**src/rtl/serial_tx_param.sv**
```systemverilog
// -----------------------------------------------------------------------------
// serial_tx_param
//
// Parametrised framed serial transmitter with a small input FIFO.
// Parallel words are queued by an active-low load strobe (one word per falling
// edge of load_n). Each word is sent as a frame:
//   start bit (0), DATA_W data bits LSB-first, [parity bit], STOP_BITS stop bits (1).
// Every bit is held for BIT_TICKS clocks.
//
// Optional feature macro: SERIAL_TX_PARITY_EN
//   When defined, an even-parity bit (XOR of the data bits) follows the data bits.
//
// Parameters:
//   DATA_W     data bits per character (5..16)
//   BIT_TICKS  clocks per serial bit (>=2)
//   STOP_BITS  stop bits per frame (1 or 2)
//   FIFO_DEPTH buffered words (power of two, >=2)
//
// Ports:
//   clk        system clock, rising edge
//   reset_n    asynchronous active-low reset
//   t_enable   allows new frames to start (sampled in IDLE and at frame end)
//   data_in    word to enqueue
//   load_n     active-low load strobe
//   data_out   serial line, idles high
//   charSent   one-cycle pulse during the last clock of each frame
//   busy       high while a frame is in progress
//   full       FIFO full
//   overflow   sticky flag: a load was dropped because the FIFO was full
//   fifo_count number of buffered words
// -----------------------------------------------------------------------------
module serial_tx_param #(
   parameter int DATA_W     = 8,
   parameter int BIT_TICKS  = 16,
   parameter int STOP_BITS  = 1,
   parameter int FIFO_DEPTH = 4
) (
   input  logic                          clk,
   input  logic                          reset_n,
   input  logic                          t_enable,
   input  logic [DATA_W-1:0]             data_in,
   input  logic                          load_n,
   output logic                          data_out,
   output logic                          charSent,
   output logic                          busy,
   output logic                          full,
   output logic                          overflow,
   output logic [$clog2(FIFO_DEPTH):0]   fifo_count
);

   localparam int AW = $clog2(FIFO_DEPTH);
   localparam int CW = AW + 1;
   localparam int TW = $clog2(BIT_TICKS);
   localparam int BW = $clog2(DATA_W);

   localparam logic [TW-1:0] TICK_LAST = TW'(BIT_TICKS - 1);
   localparam logic [TW-1:0] TICK_PRE  = TW'(BIT_TICKS - 2);
   localparam logic [BW-1:0] BIT_LAST  = BW'(DATA_W - 1);
   localparam logic [BW-1:0] STOP_LAST = BW'(STOP_BITS - 1);
   localparam logic [CW-1:0] DEPTH_C   = CW'(FIFO_DEPTH);

   typedef enum logic [2:0] {
      IDLE,
      START,
      DATA,
`ifdef SERIAL_TX_PARITY_EN
      PARITY,
`endif
      STOP
   } state_t;

   state_t              state;
   logic [TW-1:0]       tick;
   logic [BW-1:0]       bit_cnt;     // data bit index, reused as stop bit index
   logic [DATA_W-1:0]   shreg;
`ifdef SERIAL_TX_PARITY_EN
   logic                par_bit;
`endif

   logic                load_prev;
   logic [AW-1:0]       wr_ptr;
   logic [AW-1:0]       rd_ptr;
   logic [DATA_W-1:0]   mem [FIFO_DEPTH];
   logic [DATA_W-1:0]   head;

   logic                wr_req;
   logic                wr_ok;
   logic                frame_end;
   logic                pop;
   logic [CW-1:0]       count_next;

   // Falling edge of load_n against its registered history.
   assign wr_req    = !load_n && load_prev;
   assign wr_ok     = wr_req && !full;
   assign head      = mem[rd_ptr];
   assign frame_end = (state == STOP) && (tick == TICK_LAST) && (bit_cnt == STOP_LAST);
   // A new word is taken either from idle or straight at the end of a frame,
   // which gives back-to-back frames without an idle gap.
   assign pop       = t_enable && (fifo_count != '0) && ((state == IDLE) || frame_end);

   always_comb begin
      count_next = fifo_count;
      if (wr_ok && !pop) begin
         count_next = fifo_count + 1'b1;
      end else if (!wr_ok && pop) begin
         count_next = fifo_count - 1'b1;
      end
   end

   // FIFO storage: data only, no reset.
   always_ff @(posedge clk) begin
      if (wr_ok) begin
         mem[wr_ptr] <= data_in;
      end
   end

   // FIFO control and load strobe history.
   always_ff @(posedge clk or negedge reset_n) begin
      if (!reset_n) begin
         load_prev  <= 1'b1;
         wr_ptr     <= '0;
         rd_ptr     <= '0;
         fifo_count <= '0;
         full       <= 1'b0;
         overflow   <= 1'b0;
      end else begin
         load_prev  <= load_n;
         fifo_count <= count_next;
         full       <= (count_next == DEPTH_C);
         if (wr_ok) begin
            wr_ptr <= wr_ptr + 1'b1;
         end
         if (wr_req && full) begin
            overflow <= 1'b1;
         end
         if (pop) begin
            rd_ptr <= rd_ptr + 1'b1;
         end
      end
   end

   // Frame state machine; all line outputs are registered here.
   always_ff @(posedge clk or negedge reset_n) begin
      if (!reset_n) begin
         state    <= IDLE;
         tick     <= '0;
         bit_cnt  <= '0;
         shreg    <= '0;
`ifdef SERIAL_TX_PARITY_EN
         par_bit  <= 1'b0;
`endif
         data_out <= 1'b1;
         charSent <= 1'b0;
         busy     <= 1'b0;
      end else begin
         charSent <= 1'b0;

         if (state != IDLE) begin
            tick <= (tick == TICK_LAST) ? '0 : tick + 1'b1;
         end

         case (state)
            IDLE: begin
               data_out <= 1'b1;
               busy     <= 1'b0;
               tick     <= '0;
               if (pop) begin
                  shreg    <= head;
`ifdef SERIAL_TX_PARITY_EN
                  par_bit  <= ^head;
`endif
                  state    <= START;
                  data_out <= 1'b0;
                  busy     <= 1'b1;
               end
            end

            START: begin
               if (tick == TICK_LAST) begin
                  state    <= DATA;
                  bit_cnt  <= '0;
                  data_out <= shreg[0];
               end
            end

            DATA: begin
               if (tick == TICK_LAST) begin
                  if (bit_cnt == BIT_LAST) begin
                     bit_cnt  <= '0;
`ifdef SERIAL_TX_PARITY_EN
                     state    <= PARITY;
                     data_out <= par_bit;
`else
                     state    <= STOP;
                     data_out <= 1'b1;
`endif
                  end else begin
                     bit_cnt  <= bit_cnt + 1'b1;
                     shreg    <= shreg >> 1;
                     data_out <= shreg[1];
                  end
               end
            end

`ifdef SERIAL_TX_PARITY_EN
            PARITY: begin
               if (tick == TICK_LAST) begin
                  state    <= STOP;
                  bit_cnt  <= '0;
                  data_out <= 1'b1;
               end
            end
`endif

            STOP: begin
               // Raise charSent one clock early so the registered pulse
               // lines up with the final clock of the frame.
               if ((tick == TICK_PRE) && (bit_cnt == STOP_LAST)) begin
                  charSent <= 1'b1;
               end
               if (tick == TICK_LAST) begin
                  if (bit_cnt == STOP_LAST) begin
                     bit_cnt <= '0;
                     if (pop) begin
                        shreg    <= head;
`ifdef SERIAL_TX_PARITY_EN
                        par_bit  <= ^head;
`endif
                        state    <= START;
                        data_out <= 1'b0;
                     end else begin
                        state    <= IDLE;
                        busy     <= 1'b0;
                     end
                  end else begin
                     bit_cnt <= bit_cnt + 1'b1;
                  end
               end
            end

            default: begin
               state    <= IDLE;
               data_out <= 1'b1;
               busy     <= 1'b0;
            end
         endcase
      end
   end

endmodule

```
**config.mk**
```make
export PLATFORM = sky130hd
export DESIGN_NAME = serial_tx_param
export DESIGN_NICKNAME = d
export VERILOG_FILES = /design/src/rtl/serial_tx_param.sv
export SDC_FILE = /design/constraint.sdc
export NUM_CORES = 1
export LEC_CHECK = 0
export BUFFER_PORTS_ARGS = -buffer_cell sky130_fd_sc_hd__buf_2
export CORE_MARGIN = 5
export CORE_UTILIZATION = 54
export CTS_CLUSTER_SIZE = 20
export DETAILED_ROUTE_END_ITERATION = 7
export PLACE_DENSITY = 0.75
export SETUP_SLACK_MARGIN = 0.2
export SYNTH_ARGS = -nofsm -noshare
export SYNTH_HDL_FRONTEND = slang
export SYNTH_SLANG_ARGS = --single-unit
```
**constraint.sdc**
```tcl
create_clock -name clk -period 2.3 [get_ports clk]
set_input_delay 0.23 -clock clk [delete_from_list [all_inputs] [get_ports clk]]
set_output_delay 0.23 -clock clk [all_outputs]
set_load 0.05 [all_outputs]
```
==> summary.md <==
| Metric | Value |
|---|---|
| 1st-pass router iterations | `4` |
| Drt via density | `5.35` |
| EDFF count, synth | `32` |
| Most frequent cell after synthesis | `edfxtp_1` |
| Die extent in x | `83.8 µm` |
| Synth Cell Area | `between 0.002 and 0.003 mm²` |
| Number of synthesized register bits | `a little over 60` |
| RSZ-0062 raised after global routing | `yes` |
| Filler cells | `378` |
| Layout area overhead | `16.1%` |
| Kind of critical path | `flip-flop to flip-flop` |
| Vias in the first global route | `roughly 1700` |
| Syn_nets | `236` |
| Nets | `roughly 270` |
| Fmax | `481 MHz` |
| Synth top area cells | `edfxtp_1, dfrtp_1, ha_1` |
| Reg clk slew, reported paths | `0.07 ns` |
| All-Layer GR Usage | `15.0%` |
| Die height | `~84 µm` |
| Static Leak | `0.00135 µW` |
| GPL Wtd Cong | `0.786` |
| CORE AREA | `0.00520 mm²` |
| Number of port buffers | `19` |
| Skew final | `~0.0044 ns` |
| Antenna viol nets, final | `0` |
| Row cnt | `26` |
| Yosys top cell by area | `edfxtp_1` |
| CP Capture Type | `flip-flop` |
| H-tree depth | `3` |
| # Max-Cap Violations | `0` |
| Num ports | `20` |
| Root cell of the clock tree | `clkbuf_8` |
| Arrival @ worst endpoint | `2.31 ns` |
| Final hold viol count | `0` |
| Vias after detailed routing | `1696` |
| Starting Density | `a little under three fifths` |
| Flop-to-flop setup slack | `0.22 ns` |
| Final setup vio count | `0` |
| Layout cells sized above 1 | `between 30% and 40%` |
| Post-Syn Instances | `207` |
| Register area | `0.00172 mm²` |
| Yosys warns | `0` |
| Pwr/cell area | `~1300 mW/mm²` |
| Final setup margin | `0.221 ns` |
| First DRT Iteration DRCs | `56` |
| Crit-path max FO | `6` |
| Status | `completed` |
| CP required | `around 2.5 ns` |
| Unique cell type count in the Yosys netlist | `40` |
| Dpl ws | `between 0.2 and 0.25 ns` |
| Tcrit/Tclk final | `between 90% and 100%` |
| Multi-input logic area | `0.00119 mm²` |
| Antenna violations before repair | `0` |
| Routed wire per std cell | `15.4 µm` |
| CTS tree | `yes` |
| Worst-margin pin slew | `0.686 ns` |
| DRT Wirelength | `4890 µm` |
| Yosys top cell area share | `32.6%` |
| Relative slew slack | `a little over half` |
| Clock buffer depth | `2` |
| Hpwl dp | `3390 µm` |
| CTS buffer count | `9` |
| Largest net degree at the start of global routing | `31` |
| Synth top cells by count | `edfxtp_1, dfrtp_1, mux2_2, ha_1, inv_1` |
| Worst vdd ir | `0.894 mV` |
| Die footprint | `0.00703 mm²` |
| Main synth FF type | `edfxtp_1` |
| Antenna fix cells | `0` |
| First-pass GRT wire length | `between 8000 and 9000 µm` |
| Later-pin clock latency in the skew report | `around 0.34 ns` |
| Core Util, Final | `65.7%` |
| Async S/R FF share, synth | `48.4%` |
| Sequential share of the synthesized area | `between 50% and 60%` |
| HP Class | `primary input to flip-flop` |
| Post-route DRC | `0` |
| Clock Sinks | `62` |
| Startpoint types | `flip-flop` |
| Final min period | `2.08 ns` |
| Slew Limit Fails | `0` |
| Gr ovfl total | `0` |
| Setup TNS | `0 ns` |
| Syn avg cell area | `14.2 µm²` |
critical path: stages (launching register included):
cell	delay, ns
dfrtp_2	0.42
inv_2	0.06
ha_4	0.16
ha_4	0.15
nand4b_1	0.27
o21a_2	0.32
mux2_4	0.32
a2111oi_4	0.28
per-stage QoR:
step                      instances  total power, µW  area, µm²  hold WS (ns)
after global routing            317             4870       3420        0.0852
after CTS                       314             4530       3390        0.0810
after floorplan                 207             3210       2980       -0.0656
after detailed placement        296             3640       3190         0.308
after global placement          296             3600       3190         0.304
final                           317             4540       3420         0.100
cell usage in the layout (no fill, tap or decap), drive strengths merged, types with 2 or more instances in the layout:
cell,n
edfxtp,32
buf,29
dfrtp,28
mux2,19
inv,18
ha,17
o21ai,12
clkbuf,9
mux4,8
nand2,7
a21oi,7
xnor2,6
nand3,5
nor3,4
nor2,4
and2,4
nand4b,3
nand2b,3
nor3b,2
o211ai,2
mux2i,2
or3,2
nor2b,2
clkinvlp,2
dfstp,2
dlygate4sd3,2
o21a,2
cells by family after synthesis:
kind of cell	count (synthesis)	synth area share, %
flops	62	58.2
simple gates	39	7.56
compound gates	33	8.24
mux	29	14.2
buf+inv	21	2.76
fa+ha+maj	17	7.22
xor+xnor	6	1.78
layout make-up:
cell class | count | area share [%]
flip-flops and latches | 62 | 50.2
inverters | 14 | 1.54
clock inverters | 7 | 1.61
well taps | 70 | 2.56
clock buffers | 9 | 3.62
repair buffers | 31 | 5.56
multi-input cells | 124 | 34.9
path summary, 6_finish.rpt:
| kind | from | end | cells after the start |
|---|---|---|---|
| setup reg to reg | fifo_count[0] | full | 7 |
| setup / recovery | fifo_count[0] | full | 7 |
| min in group asynchronous | reset_n | busy | 2 |
| max in group asynchronous | reset_n | fifo_count[2] | 2 |
| hold reg to reg | overflow | overflow | 1 |
| hold / removal | data_in[7] | mem[2][7] | 1 |
report_power, final:
group	internal [µW]	leakage, µW	switching (µW)
logic	978	0.000612	1010
clock network	403	0.0000870	459
registers	1480	0.000652	216
total	2860	0.00135	1680
registers in the layout, summed over array words and instances, names as in the netlist:
register    cells
tick            4
busy            1
full            1
data_out        1
wr_ptr          2
rd_ptr          2
shreg           8
bit_cnt         3
load_prev       1
charSent        1
mem            32
state           2
overflow        1
fifo_count      3
routing by layer:
layer / track usage (%) / up-vias / part of all wire, %
li1: - / 838 / -
met1: 20.4 / 831 / 48
met2: 22.1 / 21 / 48
met3: 5.03 / 6 / 3.0
met4: 6.14 / 0 / 0.94
met5: 0 / - / 0
what timing repair did:
item | CTS | global route
buffers inserted | 0 | 3
gates resized for setup | 1 | 2
hold buffers | 2 | 0
hold endpoints to repair | 29 | 0
pin swaps | 0 | 1
cloned | 0 | 0
setup endpoints to repair | 1 | 10
Power figures use the tool's default switching activity.
